### config.mk
export PLATFORM = sky130hd
export DESIGN_NAME = serial_ad_capture
export DESIGN_NICKNAME = d
export VERILOG_FILES = /design/src/rtl/serial_ad_capture.sv
export SDC_FILE = /design/constraint.sdc
export NUM_CORES = 1
export LEC_CHECK = 0
export CAP_MARGIN = 30
export CORE_ASPECT_RATIO = 1.1
export CORE_MARGIN = 3
export CORE_UTILIZATION = 47
export DETAILED_ROUTE_END_ITERATION = 16
export PLACE_DENSITY = 0.79
export SLEW_MARGIN = 0
export SYNTH_ARGS = -nofsm -noshare
export SYNTH_HDL_FRONTEND = slang
export SYNTH_SLANG_ARGS = --single-unit
### constraint.sdc
create_clock -name clkIn -period 1.8 [get_ports clkIn]
set_input_delay 0.45 -clock clkIn [delete_from_list [all_inputs] [get_ports clkIn]]
set_output_delay 0.45 -clock clkIn [all_outputs]
set_load 0.05 [all_outputs]
### src/rtl/serial_ad_capture.sv
// Serial ADC front end: drives CS/SCLK from an external half-period tick, shifts in one
// frame per frame tick, checks the leading-zero bits and presents a parallel sample.
module serial_ad_capture #(
   parameter int DATA_W      = 12,
   parameter int LEAD_BITS   = 2,
   parameter int FRAME_BITS  = 14,
   parameter int QUIET_TICKS = 1
) (
   input  logic              clkIn,
   input  logic              reset,
   input  logic              en,
   input  logic              sclk_tick,
   input  logic              frame_tick,
   input  logic              ad_sdata,
   input  logic              overrun_clr,
   output logic              ad_cs_n,
   output logic              ad_sclk,
   output logic [DATA_W-1:0] sample,
   output logic              sample_valid,
   output logic              sample_err,
   output logic              busy,
   output logic              overrun
);

   localparam int HALF_W = $clog2(2*FRAME_BITS+1);
   localparam int QCNT_W = (QUIET_TICKS > 0) ? $clog2(QUIET_TICKS+1) : 1;
   localparam logic [HALF_W-1:0] LAST_TICK = HALF_W'(2*FRAME_BITS);
   localparam logic [HALF_W-1:0] LEAD_LAST = HALF_W'(2*LEAD_BITS);
   localparam logic [QCNT_W-1:0] QUIET_MAX = QCNT_W'(QUIET_TICKS);

   typedef enum logic [1:0] {IDLE, SETUP, SHIFT, QUIET} state_t;

   state_t                state_q, state_d;
   logic                  ad_cs_n_q, ad_cs_n_d;
   logic                  ad_sclk_q, ad_sclk_d;
   logic [DATA_W-1:0]     sample_q, sample_d;
   logic                  sample_valid_q, sample_valid_d;
   logic                  sample_err_q, sample_err_d;
   logic                  busy_q, busy_d;
   logic                  overrun_q, overrun_d;
   logic [HALF_W-1:0]     half_q, half_d;
   logic [QCNT_W-1:0]     quiet_q, quiet_d;
   logic [FRAME_BITS-1:0] shift_q, shift_d;
   logic                  err_q, err_d;
   logic                  pend_q, pend_d;

   logic [HALF_W-1:0]     half_next;
   logic [QCNT_W-1:0]     quiet_next;

   always_ff @(posedge clkIn or negedge reset) begin
      if (!reset) begin
         state_q        <= IDLE;
         ad_cs_n_q      <= 1'b1;
         ad_sclk_q      <= 1'b1;
         sample_q       <= '0;
         sample_valid_q <= 1'b0;
         sample_err_q   <= 1'b0;
         busy_q         <= 1'b0;
         overrun_q      <= 1'b0;
         half_q         <= '0;
         quiet_q        <= '0;
         shift_q        <= '0;
         err_q          <= 1'b0;
         pend_q         <= 1'b0;
      end else begin
         state_q        <= state_d;
         ad_cs_n_q      <= ad_cs_n_d;
         ad_sclk_q      <= ad_sclk_d;
         sample_q       <= sample_d;
         sample_valid_q <= sample_valid_d;
         sample_err_q   <= sample_err_d;
         busy_q         <= busy_d;
         overrun_q      <= overrun_d;
         half_q         <= half_d;
         quiet_q        <= quiet_d;
         shift_q        <= shift_d;
         err_q          <= err_d;
         pend_q         <= pend_d;
      end
   end

   always_comb begin
      state_d        = state_q;
      ad_cs_n_d      = ad_cs_n_q;
      ad_sclk_d      = ad_sclk_q;
      sample_d       = sample_q;
      sample_valid_d = 1'b0;
      sample_err_d   = sample_err_q;
      busy_d         = busy_q;
      overrun_d      = overrun_q;
      half_d         = half_q;
      quiet_d        = quiet_q;
      shift_d        = shift_q;
      err_d          = err_q;
      pend_d         = 1'b0;
      half_next      = half_q + 1'b1;
      quiet_next     = quiet_q;

      // Output cycle: one clock after the final rising SCLK edge.
      if (pend_q) begin
         sample_d       = shift_q[DATA_W-1:0];
         sample_err_d   = err_q;
         sample_valid_d = 1'b1;
      end

      if (overrun_clr)
         overrun_d = 1'b0;
      if (frame_tick && state_q != IDLE)
         overrun_d = 1'b1;

      case (state_q)
         IDLE: begin
            if (frame_tick && en) begin
               state_d   = SETUP;
               ad_cs_n_d = 1'b0;
               busy_d    = 1'b1;
               err_d     = 1'b0;
               shift_d   = '0;
            end
         end
         SETUP: begin
            if (sclk_tick) begin
               state_d = SHIFT;
               half_d  = '0;
            end
         end
         SHIFT: begin
            if (sclk_tick) begin
               half_d    = half_next;
               ad_sclk_d = ~ad_sclk_q;
               // Even ticks are rising SCLK edges: capture the bit launched on the fall.
               if (!half_next[0]) begin
                  shift_d = {shift_q[FRAME_BITS-2:0], ad_sdata};
                  if (half_next <= LEAD_LAST && ad_sdata)
                     err_d = 1'b1;
               end
               if (half_next == LAST_TICK) begin
                  ad_sclk_d = 1'b1;
                  ad_cs_n_d = 1'b1;
                  state_d   = QUIET;
                  quiet_d   = '0;
                  pend_d    = 1'b1;
               end
            end
         end
         QUIET: begin
            if (sclk_tick && quiet_q != QUIET_MAX)
               quiet_next = quiet_q + 1'b1;
            quiet_d = quiet_next;
            if (quiet_next == QUIET_MAX) begin
               state_d = IDLE;
               busy_d  = 1'b0;
            end
         end
         default: state_d = IDLE;
      endcase
   end

   assign ad_cs_n      = ad_cs_n_q;
   assign ad_sclk      = ad_sclk_q;
   assign sample       = sample_q;
   assign sample_valid = sample_valid_q;
   assign sample_err   = sample_err_q;
   assign busy         = busy_q;
   assign overrun      = overrun_q;

endmodule

==> results.sh <==
export IMPL_clock_latency_ns=0.36
export IMPL_antenna_found_initial=0
export IMPL_endpoint_kind="flip-flop"
export IMPL_cts_sinks=40
export IMPL_final_hold_violation_count=0
export IMPL_crit_type="flip-flop to flip-flop"
export IMPL_fin_crit_sh_pct=95.9
export IMPL_viasPerCell=5.56
export IMPL_grt_pass1_vias=1327
export IMPL_track_usage_pct=17.4
export IMPL_nets=205
export IMPL_slowest_stage="dfrtp_1"
export IMPL_drt_total_wl_um=3560
export IMPL_die_area_um2=4560
export IMPL_synth_warnings=0
export IMPL_ys_seq_area_share_pct=56.4
export IMPL_final_max_slew_viol_count=0
export IMPL_synth_async_reset_ratio_pct=100
export IMPL_ir_worst_vdd_uv=993
export IMPL_period_minus_slack_ns=1.73
export IMPL_drv_cap=0
export IMPL_cts_buffers=5
export IMPL_fillers=291
export IMPL_initial_core_util_pct=50.9
export IMPL_synth_largest_area_cell="dfrtp_1"
export IMPL_ys_ff_latch=40
export IMPL_required_ns=2.06
export IMPL_path_cells="ha_2 > and2b_1 > o2111ai_2 > a311o_1 > mux2_4"
export IMPL_postLayoutCoreUtil_pct=64.7
export IMPL_ys_flop_type="dfrtp_1"
export IMPL_syn_nets=163
export IMPL_io_buffers=24
export IMPL_drt_iter0_drc=59
export IMPL_vias=1335
export IMPL_antenna_left=0
export IMPL_path_clk_slew_ns=0.13
export IMPL_ios=25
export IMPL_diodes=0
export IMPL_clockRootBuffer="clkbuf_4"
export IMPL_gp_congestion=0.933
export IMPL_chipWidth_um=64.6
export IMPL_status="finished, final reports clean"
export IMPL_grt_max_degree=22
export IMPL_max_freq_mhz=580
export IMPL_area_growth_pct=27.2
export IMPL_worst_ep_arrival_time_ns=1.98
export IMPL_drive_gt1_share_pct=35.4
export IMPL_yosys_area_top_type_share_pct=53.5
export IMPL_rows=22
export IMPL_synthCells=149
export IMPL_drt_first_pass_iters=4
export IMPL_drc_errors=0
export IMPL_core_area_um2=3500
export IMPL_skew_ns=0.0104
export IMPL_min_path_type="input port to asynchronous set/reset pin"
export IMPL_cts_tree="done"
export IMPL_dpl_hpwl_um=2590
export IMPL_ys_types=38
export IMPL_setup_ws_ns=0.0745
export IMPL_cp_num_buf_inv=0
export IMPL_die_y_um=70.5
export IMPL_crit_fanout=3
export IMPL_dp_slack_ns=-0.0645
export IMPL_cts_path_max_buffers=2
export IMPL_wire_per_inst_um=14.8
export IMPL_postSynthAreaPerCell_um2=11.9
export IMPL_synth_area_um2=1780
export IMPL_cpPeakStageDelay_ns=0.40
export IMPL_cts_max_level=2
export IMPL_setup_viol=0
export IMPL_tightestPinTransition_ns=0.551
export IMPL_startpoint_type="flip-flop"
export IMPL_rsz0062_at_grt="true"
export IMPL_synth_area_top_cells="dfrtp_1 53%, mux2_2 8.9%, a22o_1 5.4%"
export IMPL_cpLargestDelayFamily="compound AO/OA/AOI/OAI gates"
export IMPL_design_power_total_mw=2.84
export IMPL_p_leak_nw=1.10
export IMPL_powerDensity_nw_per_um2=1250
export IMPL_synth_edf_count=0
export IMPL_slew_headroom_pct=63.3
export IMPL_grt_overflow=0
export IMPL_grt_pass1_wl_um=6100
[logic make-up (layout without fill, tap and decap cells)]
| family | count (synthesis) | after routing | share of synthesized area [%] |
|---|---|---|---|
| buffers and inverters | 12 | 55 | 2.74 |
| multiplexers | 15 | 15 | 9.71 |
| flip-flops | 40 | 40 | 56.4 |
| adder cells (fa/ha/maj) | 7 | 7 | 4.93 |
| XOR/XNOR | 1 | 1 | 0.493 |
| AO/OA/AOI/OAI | 40 | 40 | 16.0 |
| AND/OR/NAND/NOR | 34 | 34 | 9.64 |
[state kept, by name, summed over array words and instances (netlist names), 2 cells and up]
signal,cells
sample,12
shift_q,12
half_q,5
state_q,2
[placed cells by master (no fill, tap or decap), types with 3 or more instances in the layout]
cell type / count
a21oi_1: 4
a22o_1: 11
buf_12: 3
buf_4: 32
clkbuf_4: 5
clkdlybuf4s50_1: 5
dfrtp_1: 38
ha_1: 5
inv_1: 6
mux2_2: 14
nand2_1: 11
nand2b_1: 3
nand3_1: 5
nor2_1: 5
o21ai_0: 12
[repair_timing]
action / in CTS / in global routing
hold buffers: 0 / 0
gates resized for setup: 0 / 4
buffers inserted: 2 / 1
pin swaps: 2 / 2
setup endpoints to repair: 1 / 20
[metal layers]
metal | vias to the layer above | track usage (%) | wire length [um]
met1 | 655 | 20.5 | 1480
met2 | 51 | 28.9 | 1800
met3 | 10 | 4.02 | 191
li1 | 619 | - | -
met5 | - | 0 | 0
met4 | 0 | 9.62 | 91
[worst paths after layout]
check                      startpoint    endpoint  slack [ns]  cells past startpoint
setup / recovery            half_q[1]  state_q[1]        0.07                      5
hold / removal                  reset     quiet_q        0.04                      1
setup reg to reg            half_q[1]  state_q[1]        0.07                      5
hold reg to reg             sample[0]   sample[0]        0.52                      1
max in group asynchronous       reset       err_q        1.28                      2
min in group clkIn          sample[0]   sample[0]        0.52                      1
[area by class of cell]
type                            count  area, um2  share of cell area [%]
Clock buffer                        5       37.5                    1.66
Inverter                            6       22.5                   0.996
Tap cell                           48       60.1                    2.66
Sequential cell                    40       1000                    44.4
Clock inverter                      3       42.5                    1.88
Timing Repair Buffer               41        355                    15.7
Multi-Input combinational cell     97        739                    32.7
[per-stage QoR]
step,instance area [um2],setup TNS (ns),instances,hold slack (ns)
floorplan,1780,0,149,0.154
global placement,2150,-0.115,229,0.441
detailed placement,2150,-0.423,229,0.446
CTS,2240,0,239,0.0518
global route,2260,-0.0504,240,0.0512
finish,2260,0,240,0.0429
[Yosys cell counts, drive strengths merged (4+ instances only)]
master	number
dfrtp	38
mux2	15
o21ai	13
a22o	11
nand2	11
ha	7
inv	6
nand3	5
nor2	5
a21oi	4
[power breakdown]
group | switching (mW) | total [mW] | internal, mW
clock network | 0.303 | 0.592 | 0.289
logic | 0.589 | 1.08 | 0.495
registers | 0.125 | 1.16 | 1.04
Power figures use the tool's default switching activity.
